File: src/rtl/warp_slot_executor.sv
// warp_slot_executor
//   Receiving end of the warp scheduler's launch interface. Accepted warps
//   occupy one of NUM_SLOTS execution slots; resident warps issue their
//   instruction fetches round-robin, and each warp's ID is returned on
//   finished_warp_id once its last instruction has issued.
//
// Ports:
//   clk, rst            clock, synchronous active-high reset
//   valid_kernel        a warp is offered this cycle
//   kernel_warp_id      ID of the offered warp (all-ones = "no warp", dropped)
//   kernel_num_threads  thread count of the offered warp
//   kernel_pc           starting PC of the offered warp
//   kernel_ready        a slot is free (accept = valid_kernel && kernel_ready)
//   issue_stall         fetch stage cannot take an issue this cycle
//   issue_valid         registered: issue presented this cycle
//   issue_warp_id       registered: warp ID of the issue
//   issue_pc            registered: PC of the issue
//   finished_warp_id    registered: retired warp ID, all-ones when none
//   drop_err            registered: pulse when an all-ones ID is discarded
module warp_slot_executor #(
  parameter int unsigned NUM_SLOTS         = 4,
  parameter int unsigned LOG2_THREAD_COUNT = 3,
  parameter int unsigned WARP_ID_W         = 4,
  parameter int unsigned INSTR_PER_THREAD  = 2
) (
  input  logic                         clk,
  input  logic                         rst,
  input  logic                         valid_kernel,
  input  logic [WARP_ID_W-1:0]         kernel_warp_id,
  input  logic [LOG2_THREAD_COUNT-1:0] kernel_num_threads,
  input  logic [31:0]                  kernel_pc,
  output logic                         kernel_ready,
  input  logic                         issue_stall,
  output logic                         issue_valid,
  output logic [WARP_ID_W-1:0]         issue_warp_id,
  output logic [31:0]                  issue_pc,
  output logic [WARP_ID_W-1:0]         finished_warp_id,
  output logic                         drop_err
);

  localparam int unsigned IDXW = (NUM_SLOTS > 1) ? $clog2(NUM_SLOTS) : 1;
  localparam int unsigned CW   = LOG2_THREAD_COUNT + 2;

  typedef enum logic [1:0] {
    S_IDLE,
    S_RUN,
    S_DONE
  } slot_state_t;

  slot_state_t            state_q [NUM_SLOTS];
  slot_state_t            state_d [NUM_SLOTS];
  logic [WARP_ID_W-1:0]   id_q    [NUM_SLOTS];
  logic [31:0]            pc_q    [NUM_SLOTS];
  logic [CW-1:0]          cnt_q   [NUM_SLOTS];
  logic [IDXW-1:0]        rr_q;

  logic                   accept_hit, issue_hit, retire_hit;
  logic [IDXW-1:0]        accept_sel, issue_sel, retire_sel;
  logic                   take, id_is_null, do_accept, do_issue;
  logic [CW-1:0]          init_cnt;

  // Slot selection: lowest IDLE for accept, lowest DONE for retire,
  // first RUN at or after rr (wrapping) for issue.
  always_comb begin
    int unsigned idx;
    accept_hit = 1'b0;
    accept_sel = '0;
    retire_hit = 1'b0;
    retire_sel = '0;
    issue_hit  = 1'b0;
    issue_sel  = '0;
    idx        = 0;
    for (int unsigned i = 0; i < NUM_SLOTS; i++) begin
      if (!accept_hit && state_q[IDXW'(i)] == S_IDLE) begin
        accept_hit = 1'b1;
        accept_sel = IDXW'(i);
      end
      if (!retire_hit && state_q[IDXW'(i)] == S_DONE) begin
        retire_hit = 1'b1;
        retire_sel = IDXW'(i);
      end
      idx = (32'(rr_q) + i) % NUM_SLOTS;
      if (!issue_hit && state_q[IDXW'(idx)] == S_RUN) begin
        issue_hit = 1'b1;
        issue_sel = IDXW'(idx);
      end
    end
  end

  assign kernel_ready = accept_hit;
  assign take         = valid_kernel && kernel_ready;
  assign id_is_null   = (kernel_warp_id == '1);
  assign do_accept    = take && !id_is_null;
  assign do_issue     = issue_hit && !issue_stall;

  always_comb begin
    init_cnt = CW'(kernel_num_threads) * CW'(INSTR_PER_THREAD);
    if (kernel_num_threads == '0) begin
      init_cnt = CW'(1);
    end
  end

  // Accept, issue and retire always target slots in different states,
  // so the three updates never collide on one slot.
  always_comb begin
    for (int unsigned i = 0; i < NUM_SLOTS; i++) begin
      state_d[i] = state_q[i];
    end
    if (do_accept) begin
      state_d[accept_sel] = S_RUN;
    end
    if (do_issue && cnt_q[issue_sel] == CW'(1)) begin
      state_d[issue_sel] = S_DONE;
    end
    if (retire_hit) begin
      state_d[retire_sel] = S_IDLE;
    end
  end

  always_ff @(posedge clk) begin
    for (int unsigned i = 0; i < NUM_SLOTS; i++) begin
      state_q[i] <= rst ? S_IDLE : state_d[i];
    end
  end

  always_ff @(posedge clk) begin
    if (rst) begin
      for (int unsigned i = 0; i < NUM_SLOTS; i++) begin
        id_q[i]  <= '0;
        pc_q[i]  <= '0;
        cnt_q[i] <= '0;
      end
      rr_q             <= '0;
      issue_valid      <= 1'b0;
      issue_warp_id    <= '0;
      issue_pc         <= '0;
      finished_warp_id <= '1;
      drop_err         <= 1'b0;
    end else begin
      drop_err <= take && id_is_null;

      if (do_accept) begin
        id_q[accept_sel]  <= kernel_warp_id;
        pc_q[accept_sel]  <= kernel_pc;
        cnt_q[accept_sel] <= init_cnt;
      end

      if (do_issue) begin
        issue_valid      <= 1'b1;
        issue_warp_id    <= id_q[issue_sel];
        issue_pc         <= pc_q[issue_sel];
        pc_q[issue_sel]  <= pc_q[issue_sel] + 32'd4;
        cnt_q[issue_sel] <= cnt_q[issue_sel] - CW'(1);
        rr_q             <= (issue_sel == IDXW'(NUM_SLOTS - 1)) ? '0 : issue_sel + IDXW'(1);
      end else begin
        issue_valid <= 1'b0;
      end

      finished_warp_id <= retire_hit ? id_q[retire_sel] : '1;
    end
  end

endmodule
File: config.mk
export PLATFORM = sky130hd
export DESIGN_NAME = warp_slot_executor
export DESIGN_NICKNAME = d
export VERILOG_FILES = /design/src/rtl/warp_slot_executor.sv
export SDC_FILE = /design/constraint.sdc
export NUM_CORES = 1
export LEC_CHECK = 0
export ABC_AREA = 0
export CAP_MARGIN = 30
export CORE_AREA = 2 2 187 189
export CTS_CLUSTER_SIZE = 20
export DETAILED_ROUTE_END_ITERATION = 7
export DIE_AREA = 0 0 189 191
export GPL_TIMING_DRIVEN = 0
export PLACE_DENSITY_LB_ADDON = 0.25
export SLEW_MARGIN = 30
export SYNTH_ARGS = -nofsm -noshare
export SYNTH_HDL_FRONTEND = slang
export SYNTH_SLANG_ARGS = --single-unit
File: constraint.sdc
create_clock -name clk -period 5.2 [get_ports clk]
set_input_delay 1.04 -clock clk [delete_from_list [all_inputs] [get_ports clk]]
set_output_delay 1.04 -clock clk [all_outputs]
set_load 0.03 [all_outputs]
Word level (Yosys, flattened, before mapping)
Memory sizes are Yosys's and may differ from the RTL's. A register that Yosys moved wholly into a read port is not among the register bits.
Cells that the tools add are included.
{"block": "op_classes", "n_mux": 62, "magnitude_cmp": 6, "n_bitwise": 12, "n_eq_ne": 11, "n_reduce_logical": 39, "add_sub_neg": 6}
{"operator": "$mux 32", "n": 2}
{"operator": "$reduce_or 32->1", "n": 2}
{"operator": "$mux 2", "n": 23}
{"operator": "$add 32x3->32 const B", "n": 1}
{"operator": "$mux 1", "n": 27}
{"operator": "$mux 8", "n": 3}
{"operator": "$logic_and 1x1->1", "n": 17}
{"operator": "$demux 2 s2", "n": 3}
{"operator": "$logic_not 1->1", "n": 11}
{"operator": "$eq 2x2->1 const B", "n": 5}
{"operator": "$mux 5", "n": 2}
{"operator": "$reduce_or 5->1", "n": 2}
{"operator": "$ge 3x3->1 const B", "n": 3}
{"operator": "$lt 3x1->1 const B", "n": 3}
{"operator": "$not 2->3", "n": 3}
{"operator": "$and 4x4->4", "n": 2}
{"operator": "$and 8x8->8", "n": 1}
{"operator": "$eq 2x1->1 const B", "n": 4}
{"operator": "$logic_not 2->1", "n": 4}
{"operator": "$mux 4", "n": 2}
{"operator": "$not 4->4", "n": 2}
{"operator": "$not 8->8", "n": 1}
{"operator": "$or 4x4->4", "n": 2}
{"operator": "$eq 5x1->1 const B", "n": 1}
{"operator": "8 further kinds", "n": 10}
{"block": "totals", "ramBits": 172, "memories": 4, "output_inout_bits": 43, "ff_bits": 36, "in_bits": 43, "word_cells": 144}
{"memory": "pc_q", "words": 4, "word_bits": 32, "read_ports": 1, "rd_ports_with_merged_regs": 0, "wr": 4, "line": "53", "source": "logic [31:0] pc_q [NUM_SLOTS];"}
{"memory": "cnt_q", "words": 4, "word_bits": 5, "read_ports": 1, "rd_ports_with_merged_regs": 0, "wr": 4, "line": "54", "source": "logic [CW-1:0] cnt_q [NUM_SLOTS];"}
{"memory": "id_q", "words": 4, "word_bits": 4, "read_ports": 2, "rd_ports_with_merged_regs": 2, "wr": 4, "line": "52", "source": "logic [WARP_ID_W-1:0] id_q [NUM_SLOTS];"}
{"memory": "state_q", "words": 4, "word_bits": 2, "read_ports": 8, "rd_ports_with_merged_regs": 1, "wr": 4, "line": "50", "source": "slot_state_t state_q [NUM_SLOTS];"}

Depth between registers and ports, before layout
Gate-level depths: netlist of the first run.
An unclocked memory read counts as a cell.
{"block": "logic_depth", "ltp_word": 25, "ltp_mapped": 18}

Least setup slack after synthesis of the first run
Ideal clock, no wire load.
{"block": "synth_timing", "path_type": "register -> register", "from": "mem state_q[0][0] (netlist name)", "to": "mem cnt_q[2][0] (netlist name), enable pin", "path_slack_ps": 929, "required_time_ps": 4800, "path_stages_with_launch": 13, "t_arrival_ps": 3871, "setup_ps": 400, "synth_period_minus_slack_ps": 4271, "path_cell_list": "dfxtp_1 nor2b_2 mux4_2 nor3_2 o21ai_2 nand2_1 buf_2 buf_2 buf_2 ha_1 nand2_1 clkbuf_1 nand2b_1"}
{"element": "start, declared", "line": "50"}
{"element": "end, declared", "line": "54"}

==> run_results.csv, run 1 <==
group,metric,value,unit
run_status,status,"completed",
worst_setup_path,critPathRequiredTime,5.44,ns
floorplanning,fp.coreArea,34100,um^2
routing,firstDrtPassIters,5,
grt,grtUsageTotal,0.254,
run,maxCapViolations,0,
clock_network,htreeDepth,1,
worst_setup_path,arrival,5.36,ns
synth,async_flop_share,0,
routing,wl,46.6,mm
synth,syn_inst,1250,
timing,min_period,5.12,ns
pwr,leakage,5.07,nW
synth,yosysWarningCount,0,
timing,fin_skew,0.0118,ns
layout,area_delta_synth_final,19.9,%
timing,period_share,0.985,
grt,antenna_found_initial,0,
grt,grt_pass1_vias,11000,
routing,wl_per_cell,25.2,um
place,gp_congestion,0.934,
worst_setup_path,start_kind,"flop",
grt,grt_max_degree,30,
clock_network,cts_buffer_depth,3,
synth,ys_seq_area_frac,0.484,
worst_setup_path,crit_fanout,10,
synth,netlist.area_leader.share,0.397,
layout,nNetsFinal,1421,
place,dp_hpwl,32.1,mm
layout,stdcell_area,14900,um^2
synth,ys_seq_elements,218,
grt,grt_pass1_wl,69.2,mm
routing,first_iter_violations,1469,
place,portBuffers,84,
synth,synth_area_leaders,"edfxtp_1, nand3_1, dfxtp_1",
clock_network,cts_root_buffer,"clkbuf_16",
layout,n_fill_cell,3227,
routing,drc,0,
place,dp_slack,-0.270,ns
synth,syn_nets,1300,
timing,slew_viol_final,0,
synth,yosysMostFrequentCell,"nand3_1",
place,placedInstanceArea,14000,um^2
routing,ant_nets,0,
synth,synth_edf_count,164,
timing,worst_pin_slew,1.00,ns
timing,rsz0062_at_grt,"no",
layout,antenna_cells,0,
clock_network,cts_sinks,218,
pwr,vdd_drop_max,0.000242,V
clock_network,cts_tree,"yes",
floorplanning,die_w,189,um
routing,vias,11700,
timing,worst_slack,0.0759,ns
floorplanning,die_h,191,um
pwr,fin_total_pwr,5.38,mW
timing,setup_viol,0,
synth,synth_area,12400,um^2
worst_setup_path,critPathKind,"flop to flop",
pwr,power_density,361,nW/um^2
timing,hold_violations,0,
floorplanning,die-area,36100,um^2
routing,vias_per_cell,6.34,
synth,synth.avg_cell_area,9.93,um^2
synth,yosysTopAreaCell,"edfxtp_1",
floorplanning,rows,68,
timing,fmax,195,MHz
synth,synth_ff_type,"edfxtp_1",
clock_network,path_clk_slew,0.06,ns
layout,final_layout_size_suffix_gt1_frac,0.107,
clock_network,cts_made_buffers,26,
timing,relSlewSlack,0.326,
synth,synthTopCellsByCount,"nand3_1, edfxtp_1, o21ai_0, clkbuf_1, nor2_1",
synth,yosysUniqueCellTypes,63,
floorplanning,initial_core_util,0.364,
floorplanning,io_pins,86,
clock_network,clock_latency,0.54,ns
hold_path,hold_path.class,"flop to flop",
worst_setup_path,end_kind,"flop",
grt,grt-ovfl-total,0,
timing,hold_slack,0.464,ns
==> worst max-delay path, cell delays in order, from the launching register on <==
cell,delay (ns)
dfxtp_1,0.37
nor2b_2,0.22
mux4_2,0.56
nor3_2,0.33
o21ai_4,0.21
nand2_4,0.26
clkbuf_4,0.35
buf_2,0.38
inv_1,0.17
ha_1,0.29
nand2_1,0.26
clkbuf_1,0.59
clkbuf_1,0.58
o21ai_0,0.25
==> logic make-up (layout without fill, tap and decap cells) <==
group	Yosys count	after routing	share of synthesized area
AO/OA/AOI/OAI	288	288	0.157
XOR/XNOR	15	15	0.0106
adder cells (fa/ha/maj)	7	7	0.00706
buffers and inverters	129	270	0.0430
flip-flops	218	218	0.484
multiplexers	64	64	0.0733
AND/OR/NAND/NOR	529	529	0.225
==> state kept, by name, summed over array words and instances (netlist names), named ones only <==
register	cells
cnt_q	20
state_q	8
issue_valid	1
issue_pc	32
id_q	16
pc_q	128
issue_warp_id	4
finished_warp_id	4
rr_q	2
drop_err	1
==> routing by layer <==
| metal | routed length (um) | global-route usage | vias up |
|---|---|---|---|
| met4 | 2000 | 0.0998 | 0 |
| li1 | - | - | 5114 |
| met3 | 4940 | 0.0369 | 136 |
| met5 | 0 | 0 | - |
| met1 | 18600 | 0.347 | 5694 |
| met2 | 21100 | 0.406 | 754 |
==> final timing paths <==
kind | startpoint | end | slack (ns) | cells past startpoint
min reg2reg | issue_pc[3] | issue_pc[3] | 0.46 | 2
min | issue_pc[3] | issue_pc[3] | 0.46 | 2
max | state_q[0][0] | pc_q[1][4] | 0.08 | 13
max reg2reg | state_q[0][0] | pc_q[1][4] | 0.08 | 13
==> area by class of cell <==
cell class	count	area, um^2	share of cell area
Buffer	120	515	0.0346
Clock buffer	36	749	0.0503
Clock inverter	12	91.3	0.00613
Inverter	8	35.0	0.00235
Multi-Input combinational cell	903	5960	0.400
Sequential cell	218	6010	0.403
Tap cell	455	569	0.0382
Timing Repair Buffer	94	967	0.0650
==> metrics by stage <==
stage,setup TNS (ns),utilization,cells
floorplan,0,-,1250
global placement,-214.11,0.405,1789
detailed placement,-13.44,0.410,1796
CTS,0,0.435,1845
global route,0,0.436,1846
finish,0,0.436,1846
==> placed cells by master (no fill, tap or decap), types with 28 or more instances in the layout <==
| cell | count |
|---|---|
| edfxtp_1 | 164 |
| nand4_1 | 55 |
| mux2i_1 | 38 |
| clkbuf_1 | 82 |
| o211ai_1 | 28 |
| nand2_1 | 61 |
| dfxtp_1 | 54 |
| o21ai_0 | 111 |
| nor2_1 | 77 |
| a21oi_1 | 35 |
| nand3_1 | 219 |
| a211o_1 | 36 |
| clkdlybuf4s50_1 | 84 |
==> repair_timing <==
action                                 4_1_cts  5_1_grt
hold buffers                                 0        0
pin swaps                                    1        1
setup endpoints to repair                  178      182
buffers inserted                             1        2
endpoints found under the hold margin        0        0
gates resized for setup                      5       26
==> report_power, final <==
part / internal, mW / leakage, nW / switching (mW)
clock network: 1.06 / 0.415 / 0.754
logic: 0.474 / 2.48 / 0.977
registers: 2.06 / 2.17 / 0.0644
total: 3.59 / 5.07 / 1.80
No activity file was read; power rests on OpenSTA's default activity.
==> inputs of run 2 (changes only) <==
--- a/config.mk
+++ b/config.mk
@@ -12,7 +12,9 @@
 export DETAILED_ROUTE_END_ITERATION = 7
 export DIE_AREA = 0 0 189 191
 export GPL_TIMING_DRIVEN = 0
+export MAX_ROUTING_LAYER = met4
 export PLACE_DENSITY_LB_ADDON = 0.25
+export SETUP_SLACK_MARGIN = 0.2
 export SLEW_MARGIN = 30
 export SYNTH_ARGS = -nofsm -noshare
 export SYNTH_HDL_FRONTEND = slang
==> run 2 against run 1 <==
Effect of this change: clock-buffer cell count increased by 2; via count barely moved; sequential cell count unchanged; clock skew about the same; combinational power barely moved; global-route usage up 0.69 points; wire length about the same; die area is the same; first-iteration DRC count down 0.34%; non-clock buffer count stayed put; critical path type unchanged; critical endpoint is now pc_q[3][29]; largest cell class unchanged.
==> run_results.csv, run 2 (synthesis gave the netlist of run 1 again) <==
group,metric,value,unit
clock_network,path_clk_slew,0.06,ns
layout,stdcell_count,1846,
timing,rsz0062_at_grt,"no",
layout,largestRegisters,"pc_q (128), issue_pc (32), cnt_q (20)",
pwr,seq_power_share,0.387,
timing,min_period,4.79,ns
clock_network,cts_sinks,218,
floorplanning,die_h,191,um
grt,grt_pass1_vias,11000,
worst_setup_path,crit_buf_inv,5,
worst_setup_path,end_kind,"flop",
routing,firstDrtPassIters,5,
timing,hold_slack,0.473,ns
timing,worst_slack,0.412,ns
grt,grt_pass1_wl,69.0,mm
clock_network,hold_buffers,0,
floorplanning,die-area,36100,um^2
floorplanning,fp.coreArea,34100,um^2
pwr,intPower,3.67,mW
layout,final_common_cell,"nand3_1",
worst_setup_path,start_kind,"flop",
clock_network,cts_root_buffer,"clkbuf_16",
routing,wl,46.6,mm
place,portBuffers,84,
pwr,p_comb_frac,0.267,
clock_network,cts_made_buffers,26,
worst_setup_path,cp_common_cell,"clkbuf_4",
place,gp_congestion,0.941,
routing,drc,0,
pwr,fin_total_pwr,5.48,mW
worst_setup_path,critPathKind,"flop to flop",
clock_network,cts_buffer_depth,3,
routing,vias_per_cell,6.34,
run,maxCapViolations,0,
floorplanning,die_w,189,um
pwr,p_sw,1.81,mW
timing,hold_violations,0,
timing,tns,0,ns
timing,worst_pin_slew,1.01,ns
worst_setup_path,crit_fanout,29,
place,dp_slack,-0.309,ns
layout,nNetsFinal,1421,
clock_network,htreeDepth,1,
floorplanning,initial_core_util,0.364,
worst_setup_path,cp_slowest_stage_delay,0.55,ns
pwr,swShare,0.330,
layout,area_delta_synth_final,20.9,%
clock_network,cts_tree,"yes",
floorplanning,io_pins,86,
worst_setup_path,arrival,5.00,ns
worst_setup_path,worstPathCellList,"nor2b_2 -> mux4_2 -> nor3_2 -> o21ai_4 -> nand2_4 -> buf_4 -> clkbuf_4 -> clkbuf_4 -> ha_1 -> nand2_1 -> clkbuf_2 -> nand2b_4 -> buf_12",
worst_setup_path,critPathTopFamily,"buffers and inverters",
pwr,power_density,365,nW/um^2
timing,fin_skew,0.0118,ns
hold_path,hold_path.class,"flop to flop",
floorplanning,rows,68,
routing,ant_nets,0,
layout,layout_common_cells,"nand3_1, edfxtp_1, o21ai_0",
timing,relSlewSlack,0.324,
routing,wl_per_cell,25.2,um
worst_setup_path,critPathRequiredTime,5.42,ns
place,dp_hpwl,32.3,mm
timing,slew_viol_final,0,
grt,grt_max_degree,36,
pwr,leakage,5.14,nW
grt,grt-ovfl-total,0,
routing,first_iter_violations,1464,
pwr,vdd_drop_max,0.000269,V
run_status,status,"completed",
layout,antenna_cells,0,
grt,grtUsageTotal,0.261,
layout,top_register,"pc_q",
timing,period_share,0.921,
place,placed_cells,1795,
pwr,clockPowerShare,0.346,
grt,antenna_found_initial,0,
layout,final_layout_size_suffix_gt1_frac,0.121,
layout,n_fill_cell,3270,
timing,fmax,209,MHz
clock_network,clock_latency,0.54,ns
worst_setup_path,crit_slowest_cell,"mux4_2",
timing,setup_viol,0,
routing,vias,11700,
layout,largest_reg_flops,128,
run 2: cell count changes in the layout (fill, tap and decap cells not counted), sizes merged:
cell | before | now
clkinv | 9 | 4
inv | 9 | 10
buf | 38 | 35
clkinvlp | 1 | 3
clkbuf | 128 | 133
run 2: final timing paths:
path         slack (ns)          start          end  depth (start not counted)
max                0.41  state_q[0][0]  pc_q[3][29]                         13
min reg2reg        0.47    issue_pc[2]  issue_pc[2]                          2
min                0.47    issue_pc[2]  issue_pc[2]                          2
max reg2reg        0.41  state_q[0][0]  pc_q[3][29]                         13
run 2: what timing repair did:
item	4_1_cts	5_1_grt
setup buffers	3	0
pin swaps	2	1
setup endpoints to repair	286	181
resized for setup	20	33
run 2: cell type report:
class / instances / area [um^2] / share of cell area
buffer: 121 / 544 / 0.0363
clock buffer: 38 / 811 / 0.0540
clock inverter: 10 / 93.8 / 0.00625
inverter: 8 / 35.0 / 0.00233
multi-input combinational: 903 / 5970 / 0.398
sequential: 218 / 6010 / 0.400
tap: 455 / 569 / 0.0379
timing repair buffer: 93 / 976 / 0.0650
run 2: through the flow:
step / utilization / area [um^2]
2_1_floorplan: - / 12400
3_3_place_gp: 0.405 / 13800
3_5_place_dp: 0.410 / 14000
4_1_cts: 0.438 / 15000
5_1_grt: 0.440 / 15000
6_report: 0.440 / 15000
run 2: power by group through the flow:
stage                     Combinational (mW)  Sequential, mW  Clock (mW)
after floorplan                        0.825            2.21           0
after global placement                  1.37            2.16           0
after detailed placement                1.41            2.16           0
after CTS                               1.43            2.12        1.91
after global routing                    1.55            2.13        1.98
final                                   1.46            2.12        1.90
run 2: per-layer routing:
layer	part of all wire	vias to the layer above	global-route usage
met5	0	-	-
met4	0.033	0	0.0865
met3	0.10	123	0.0367
met2	0.46	774	0.406
met1	0.41	5699	0.350
li1	-	5113	-
run 2: tightest hold or removal path: stages, from the launching register on:
cell and delay (ns):
dfxtp_1 0.31, nand2_1 0.05, a21oi_1 0.06
